[src/rtl/branch_target_predictor_if.sv]
// Fetch-side prediction / resolve-side training bus of the branch target predictor.
//   master: drives fetch PC, resolved branch/jump update, flush_all;
//           observes prediction, mispredict/redirect and statistics.
//   slave : the predictor itself.
interface branch_target_predictor_if #(
    parameter int ADDR_W = 32,
    parameter int STAT_W = 16
) ();
    logic [ADDR_W-1:0] pc_IF;
    logic              pred_hit;
    logic              pred_taken;
    logic [ADDR_W-1:0] pred_target;
    logic              upd_valid;
    logic [ADDR_W-1:0] upd_pc;
    logic              upd_taken;
    logic [ADDR_W-1:0] upd_target;
    logic              upd_is_jump;
    logic              upd_pred_taken;
    logic [ADDR_W-1:0] upd_pred_target;
    logic              flush_all;
    logic              mispredict;
    logic [ADDR_W-1:0] redirect_pc;
    logic [STAT_W-1:0] stat_updates;
    logic [STAT_W-1:0] stat_mispredicts;

    modport master (
        output pc_IF, upd_valid, upd_pc, upd_taken, upd_target, upd_is_jump,
               upd_pred_taken, upd_pred_target, flush_all,
        input  pred_hit, pred_taken, pred_target, mispredict, redirect_pc,
               stat_updates, stat_mispredicts
    );

    modport slave (
        input  pc_IF, upd_valid, upd_pc, upd_taken, upd_target, upd_is_jump,
               upd_pred_taken, upd_pred_target, flush_all,
        output pred_hit, pred_taken, pred_target, mispredict, redirect_pc,
               stat_updates, stat_mispredicts
    );
endinterface

[src/rtl/branch_target_predictor.sv]
// Direct-mapped branch target buffer with saturating direction counters.
//   clk, rst : clock, synchronous active-high reset
//   bus      : slave side of branch_target_predictor_if
//              lookup  : pc_IF -> pred_hit / pred_taken / pred_target (combinational)
//              training: upd_* resolved outcome, written at the clock edge
//              control : flush_all invalidates all entries
//              status  : mispredict / redirect_pc (combinational), saturating stats
module branch_target_predictor #(
    parameter int ENTRIES = 16,
    parameter int ADDR_W  = 32,
    parameter int CTR_W   = 2,
    parameter int STAT_W  = 16
) (
    input  logic                     clk,
    input  logic                     rst,
    branch_target_predictor_if.slave bus
);
    localparam int IDX_W = $clog2(ENTRIES);
    localparam int TAG_W = ADDR_W - IDX_W - 2;
    localparam logic [CTR_W-1:0]  CTR_MAX  = '1;
    localparam logic [CTR_W-1:0]  CTR_WEAK = CTR_W'(1) << (CTR_W - 1);
    localparam logic [ADDR_W-1:0] PC_STEP  = ADDR_W'(4);
    localparam logic [STAT_W-1:0] STAT_MAX = '1;

    logic [ENTRIES-1:0] valid_q, valid_d;
    logic [ENTRIES-1:0] jump_q, jump_d;
    logic [TAG_W-1:0]   tag_q    [ENTRIES];
    logic [TAG_W-1:0]   tag_d    [ENTRIES];
    logic [ADDR_W-1:0]  target_q [ENTRIES];
    logic [ADDR_W-1:0]  target_d [ENTRIES];
    logic [CTR_W-1:0]   ctr_q    [ENTRIES];
    logic [CTR_W-1:0]   ctr_d    [ENTRIES];
    logic [STAT_W-1:0]  stat_upd_q, stat_upd_d;
    logic [STAT_W-1:0]  stat_mis_q, stat_mis_d;

    logic [IDX_W-1:0] lk_idx, up_idx;
    logic [TAG_W-1:0] lk_tag, up_tag;
    logic             lk_hit, lk_taken, up_hit, mispredict;

    assign lk_idx = bus.pc_IF[IDX_W+1:2];
    assign lk_tag = bus.pc_IF[ADDR_W-1:IDX_W+2];
    assign up_idx = bus.upd_pc[IDX_W+1:2];
    assign up_tag = bus.upd_pc[ADDR_W-1:IDX_W+2];

    // Lookup reads the registered table, so a same-cycle update is not visible yet.
    always_comb begin
        lk_hit   = ~rst & valid_q[lk_idx] & (tag_q[lk_idx] == lk_tag);
        lk_taken = lk_hit & (jump_q[lk_idx] | ctr_q[lk_idx][CTR_W-1]);
        up_hit   = valid_q[up_idx] & (tag_q[up_idx] == up_tag);
        mispredict = ~rst & bus.upd_valid &
                     ((bus.upd_pred_taken != bus.upd_taken) |
                      (bus.upd_taken & (bus.upd_pred_target != bus.upd_target)));
    end

    assign bus.pred_hit         = lk_hit;
    assign bus.pred_taken       = lk_taken;
    assign bus.pred_target      = lk_taken ? target_q[lk_idx] : bus.pc_IF + PC_STEP;
    assign bus.mispredict       = mispredict;
    assign bus.redirect_pc      = bus.upd_taken ? bus.upd_target : bus.upd_pc + PC_STEP;
    assign bus.stat_updates     = stat_upd_q;
    assign bus.stat_mispredicts = stat_mis_q;

    always_comb begin
        valid_d  = valid_q;
        jump_d   = jump_q;
        tag_d    = tag_q;
        target_d = target_q;
        ctr_d    = ctr_q;

        // Flush wins over a simultaneous update; the update is dropped.
        if (bus.flush_all) begin
            valid_d = '0;
        end else if (bus.upd_valid) begin
            if (up_hit) begin
                if (bus.upd_is_jump) begin
                    jump_d[up_idx]   = 1'b1;
                    ctr_d[up_idx]    = CTR_MAX;
                    target_d[up_idx] = bus.upd_target;
                end else if (bus.upd_taken) begin
                    if (ctr_q[up_idx] != CTR_MAX) begin
                        ctr_d[up_idx] = ctr_q[up_idx] + CTR_W'(1);
                    end
                    target_d[up_idx] = bus.upd_target;
                end else if (ctr_q[up_idx] != '0) begin
                    ctr_d[up_idx] = ctr_q[up_idx] - CTR_W'(1);
                end
            end else if (bus.upd_taken) begin
                valid_d[up_idx]  = 1'b1;
                tag_d[up_idx]    = up_tag;
                target_d[up_idx] = bus.upd_target;
                jump_d[up_idx]   = bus.upd_is_jump;
                ctr_d[up_idx]    = bus.upd_is_jump ? CTR_MAX : CTR_WEAK;
            end
        end

        stat_upd_d = stat_upd_q;
        stat_mis_d = stat_mis_q;
        if (bus.upd_valid && stat_upd_q != STAT_MAX) begin
            stat_upd_d = stat_upd_q + STAT_W'(1);
        end
        if (mispredict && stat_mis_q != STAT_MAX) begin
            stat_mis_d = stat_mis_q + STAT_W'(1);
        end
    end

    // Tags and targets are don't-care while invalid, so they are not reset.
    always_ff @(posedge clk) begin
        if (rst) begin
            valid_q    <= '0;
            jump_q     <= '0;
            stat_upd_q <= '0;
            stat_mis_q <= '0;
            for (int unsigned i = 0; i < ENTRIES; i++) begin
                ctr_q[i] <= '0;
            end
        end else begin
            valid_q    <= valid_d;
            jump_q     <= jump_d;
            stat_upd_q <= stat_upd_d;
            stat_mis_q <= stat_mis_d;
            tag_q      <= tag_d;
            target_q   <= target_d;
            ctr_q      <= ctr_d;
        end
    end
endmodule

[src/flat_wrapper.sv]
// flat-port wrapper written by rule: the top's interface ports become plain ports
module branch_target_predictor_flat 
#(
    parameter int ENTRIES = 16,
    parameter int ADDR_W  = 32,
    parameter int CTR_W   = 2,
    parameter int STAT_W  = 16
)
  (clk, rst, bus_pc_IF, bus_upd_valid, bus_upd_pc, bus_upd_taken, bus_upd_target, bus_upd_is_jump, bus_upd_pred_taken, bus_upd_pred_target, bus_flush_all, bus_pred_hit, bus_pred_taken, bus_pred_target, bus_mispredict, bus_redirect_pc, bus_stat_updates, bus_stat_mispredicts);
  branch_target_predictor_if #(.ADDR_W(ADDR_W), .STAT_W(STAT_W)) bus_i ();
  input  logic clk;
  input  logic rst;
  input wire logic [$bits(bus_i.pc_IF)-1:0] bus_pc_IF;
  input wire logic [$bits(bus_i.upd_valid)-1:0] bus_upd_valid;
  input wire logic [$bits(bus_i.upd_pc)-1:0] bus_upd_pc;
  input wire logic [$bits(bus_i.upd_taken)-1:0] bus_upd_taken;
  input wire logic [$bits(bus_i.upd_target)-1:0] bus_upd_target;
  input wire logic [$bits(bus_i.upd_is_jump)-1:0] bus_upd_is_jump;
  input wire logic [$bits(bus_i.upd_pred_taken)-1:0] bus_upd_pred_taken;
  input wire logic [$bits(bus_i.upd_pred_target)-1:0] bus_upd_pred_target;
  input wire logic [$bits(bus_i.flush_all)-1:0] bus_flush_all;
  output wire logic [$bits(bus_i.pred_hit)-1:0] bus_pred_hit;
  output wire logic [$bits(bus_i.pred_taken)-1:0] bus_pred_taken;
  output wire logic [$bits(bus_i.pred_target)-1:0] bus_pred_target;
  output wire logic [$bits(bus_i.mispredict)-1:0] bus_mispredict;
  output wire logic [$bits(bus_i.redirect_pc)-1:0] bus_redirect_pc;
  output wire logic [$bits(bus_i.stat_updates)-1:0] bus_stat_updates;
  output wire logic [$bits(bus_i.stat_mispredicts)-1:0] bus_stat_mispredicts;
  assign bus_i.pc_IF = bus_pc_IF;
  assign bus_i.upd_valid = bus_upd_valid;
  assign bus_i.upd_pc = bus_upd_pc;
  assign bus_i.upd_taken = bus_upd_taken;
  assign bus_i.upd_target = bus_upd_target;
  assign bus_i.upd_is_jump = bus_upd_is_jump;
  assign bus_i.upd_pred_taken = bus_upd_pred_taken;
  assign bus_i.upd_pred_target = bus_upd_pred_target;
  assign bus_i.flush_all = bus_flush_all;
  assign bus_pred_hit = bus_i.pred_hit;
  assign bus_pred_taken = bus_i.pred_taken;
  assign bus_pred_target = bus_i.pred_target;
  assign bus_mispredict = bus_i.mispredict;
  assign bus_redirect_pc = bus_i.redirect_pc;
  assign bus_stat_updates = bus_i.stat_updates;
  assign bus_stat_mispredicts = bus_i.stat_mispredicts;
  branch_target_predictor #(.ENTRIES(ENTRIES), .ADDR_W(ADDR_W), .CTR_W(CTR_W), .STAT_W(STAT_W)) u_core (.clk(clk), .rst(rst), .bus(bus_i));
endmodule
[config.mk]
export PLATFORM = sky130hd
export DESIGN_NAME = branch_target_predictor_flat
export DESIGN_NICKNAME = d
export VERILOG_FILES = /design/src/rtl/branch_target_predictor_if.sv /design/src/rtl/branch_target_predictor.sv /design/src/flat_wrapper.sv
export SDC_FILE = /design/constraint.sdc
export NUM_CORES = 2
export LEC_CHECK = 0
export BUFFER_PORTS_ARGS = -buffer_cell sky130_fd_sc_hd__buf_4
export CORE_UTILIZATION = 30
export DETAILED_ROUTE_END_ITERATION = 7
export PLACE_DENSITY_LB_ADDON = 0.12
export SLEW_MARGIN = 20
export SYNTH_ARGS = -nofsm -noshare
export SYNTH_HDL_FRONTEND = slang
export SYNTH_SLANG_ARGS = --single-unit
[constraint.sdc]
create_clock -name clk -period 63.5 [get_ports clk]
set_clock_uncertainty 0.1 [all_clocks]
set_input_delay 12.7 -clock clk [delete_from_list [all_inputs] [get_ports clk]]
set_output_delay 12.7 -clock clk [all_outputs]
set_load 0.03 [all_outputs]
==> results.tsv <==
stage	metric	value	unit
clock_tree	clock tree from TritonCTS	yes	
logic_synthesis	share of Yosys cell area claimed by the top area cell type	52.3	%
place	Post-DP Area	57200	um2
pwr	IR drop worst, VDD	0.0284	mV
sta	Slew Limit Headroom	25.2	%
critical_path	sort of element at the end of the critical path	output pin	
logic_synthesis	sequential area share after synthesis	55.9	%
die	placeable core region	176000	um2
clock_tree	number of sinks handled by clock tree synthesis	1024	
status	violations in the final reports	design-rule violations	
sta	fin. max-slew vios	0	
sta	final count of hold timing violations	0	
clock_tree	clock edge transition at the registers on the reported setup and hold paths	0.05	ns
pwr	cell area power density	26.9	nW/um2
die	count of boundary I/O pins	234	
die	std cell rows	154	
logic_synthesis	dominant synthesized flop cell	sky130_fd_sc_hd__edfxtp_1	
clock_tree	number of levels the H-tree was split into	4	
logic_synthesis	most area-hungry cell type in the Yosys netlist	sky130_fd_sc_hd__edfxtp_1	
critical_path	critical path class	in -> out	
logic_synthesis	number of warning messages in the yosys log	0	
logic_synthesis	leading post-synthesis cells by cell area	sky130_fd_sc_hd__edfxtp_1 (52%), sky130_fd_sc_hd__mux4_2 (16%), sky130_fd_sc_hd__mux2_1 (9.0%)	
layout	count of non-filler cells in the finished layout	5892	
global_route	initial antenna violation count	13	
critical_path	Max Fanout on Critical Path	104	
sta	Hold WS	0.355	ns
routing	routed len/inst	31.5	um
place	count of buffers inserted at the top-level ports	233	
sta	RSZ-0062 raised after global routing	no	
logic_synthesis	total of flip-flops plus latches after synthesis	1024	
clock_tree	clock root buffer	sky130_fd_sc_hd__clkbuf_16	
logic_synthesis	area of the mapped netlist	53300	um2
die	effective utilization at floorplan	30.2	%
place	placed wire-length estimate	114	mm
die	horizontal extent of the die	424	um
place	dpl cells	5654	
layout	leading cell type in the layout, fill and taps excluded	sky130_fd_sc_hd__edfxtp_1	
clock_tree	Clock Latency Late Sink	0.79	ns
layout	most used cells in the layout excluding fill and tap cells	sky130_fd_sc_hd__edfxtp_1 (928), sky130_fd_sc_hd__mux2_1 (425), sky130_fd_sc_hd__mux4_2 (369), sky130_fd_sc_hd__buf_4 (291), sky130_fd_sc_hd__mux2i_1 (140)	
logic_synthesis	fraction of synthesis flops using an asynchronous set or reset pin	0	%
place	RePlAce Congestion	0.804	
routing	# DRC	18	
worst_hold_path	path type of the worst min-delay path	reg -> reg	
place	worst slack at placement	32.26	ns
routing	Final ANT Viol Nets	0	
sta	worst setup margin	32.31	ns
critical_path	Req. time, crit path	50.70	ns
clock_tree	cts hold-fix bufs	0	
clock_tree	cells resized by post-CTS repair	0	
sta	part of the cycle the worst path needs	49.1	%
clock_tree	number of buffers created by CTS	132	
layout	proportion of layout cells with a drive suffix above 1	29.2	%
flow_run	max_cap viols	0	
layout	Total Nets Final	3592	
routing	Detailed Route WL	185	mm
logic_synthesis	net count after synthesis	3441	
global_route	pin count of the biggest net entering global routing	152	
sta	actual transition at the worst max-transition pin	1.12	ns
layout	Final Cell Area	61400	um2
logic_synthesis	count of flip-flops with a built-in enable after synthesis	928	
routing	number of vias in the routed layout	31600	
die	full die area	179000	um2
sta	Tmin final	31.19	ns
layout	relative area change from synthesis to final layout	15.2	%
pwr	static leakage	20.4	nW
critical_path	Worst Path Arrival	18.39	ns
die	height of the die	424	um
routing	number of design-rule violations left by the first detailed-router iteration	2652	
global_route	first-pass GRT wire length	259	mm
sta	setup violation total in the final timing report	0	
routing	via density per instance	5.36	
status	outcome	finished, violations left	
logic_synthesis	number of cells produced by synthesis	3297	
global_route	grt ovf	0	
sta	accumulated negative setup slack	0	ns
logic_synthesis	average instance area after synthesis	16.2	um2
logic_synthesis	unique cell type count in the Yosys netlist	76	
global_route	number of global-route vias before repair	32300	
critical_path	Worst Setup Start Kind	primary input	
clock_tree	Bufs on Longest Clock Path	3	
sta	highest clock rate	32.1	MHz
global_route	Global Route Usage Sum	20.4	%
clock_tree	number of setup buffers added after CTS	0	
routing	number of optimization iterations in the first detailed-route pass	8	
-- cell usage after synthesis, drive strengths merged, types with 12 or more instances --
library cell,instances
nor2,106
xor2,103
o22a,15
mux2,552
o211ai,13
a22oi,12
nor4,31
nand4,26
and2,16
mux4,369
inv,19
edfxtp,928
o21ai,46
a21o,18
xnor2,67
mux2i,140
o21a,15
and3,21
dfxtp,96
nand2,133
buf,162
nand2b,18
nor2b,23
clkbuf,120
a21oi,47
nand3,48
nor3,22
a211oi,19
o211a,14
-- worst max-delay path, cell delays in order --
cell and delay [ns]:
sky130_fd_sc_hd__buf_8 0.46, sky130_fd_sc_hd__buf_12 0.60, sky130_fd_sc_hd__buf_4 0.87, sky130_fd_sc_hd__mux4_2 0.58
sky130_fd_sc_hd__nor2b_1 0.14, sky130_fd_sc_hd__a211oi_1 0.33, sky130_fd_sc_hd__a21oi_1 0.13, sky130_fd_sc_hd__xor2_1 0.22
sky130_fd_sc_hd__nor2_1 0.13, sky130_fd_sc_hd__nand4_1 0.16, sky130_fd_sc_hd__nor3_4 0.46, sky130_fd_sc_hd__buf_4 0.53
sky130_fd_sc_hd__mux2_2 0.40, sky130_fd_sc_hd__buf_4 0.17
-- power breakdown --
part           leakage (nW)  switching [mW]  internal [mW]
Sequential             9.22         0.00468          0.745
Clock                  2.07           0.304          0.441
Combinational          9.07          0.0969         0.0589
Total                  20.4           0.406           1.25
-- metal layers --
layer | global-route usage (%) | part of all wire, % | wire length, um
met1 | 27.0 | 43 | 80000
met2 | 35.1 | 50 | 93500
met3 | 2.59 | 3.9 | 7160
met4 | 5.78 | 2.6 | 4770
met5 | 0 | 0 | 0
-- layout make-up --
class / instances / area (um2)
Antenna cell: 2 / 5.00
Clock buffer: 165 / 3550
Clock inverter: 71 / 677
Fill cell: 16800 / 115000
Inverter: 20 / 75.1
Multi-Input combinational cell: 1971 / 22100
Sequential cell: 1024 / 29800
Tap cell: 2340 / 2930
Timing Repair Buffer: 299 / 2310
-- stage by stage --
| step | util, % | total power, mW |
|---|---|---|
| after global placement | 32.4 | 0.923 |
| after floorplan | - | 0.861 |
| after CTS | 34.8 | 1.67 |
| after global routing | 34.8 | 1.71 |
| final | 34.8 | 1.65 |
| after detailed placement | 32.4 | 0.923 |
-- flip-flops by register name, summed over array words and instances (netlist names) --
name and flops:
u_core.bus.stat_mispredicts 16, u_core.bus.stat_updates 16, u_core.ctr_q 32, u_core.jump_q 16
u_core.tag_q 416, u_core.target_q 512, u_core.valid_q 16
-- logic make-up after synthesis --
| family | share of synthesized area [%] |
|---|---|
| AOI/OAI and AO/OA | 3.55 |
| xor gates and xnor gates | 2.79 |
| adders and majority gates | 0.211 |
| buffers and inverters | 3.09 |
| DFF | 55.9 |
| muxes | 29.9 |
| and+or+nand+nor | 4.62 |
-- worst paths after layout --
path                startpoint                   end  slack [ns]  cells past startpoint
max               bus_pc_IF[2]    bus_pred_target[9]       32.31                     14
max reg2reg  u_core.tag_q[137]  u_core.target_q[284]       58.16                     10
min reg2reg    u_core.ctr_q[6]       u_core.ctr_q[6]        0.35                      2
min            u_core.ctr_q[6]       u_core.ctr_q[6]        0.35                      2
Note: power is estimated with default switching activity, not from simulation.
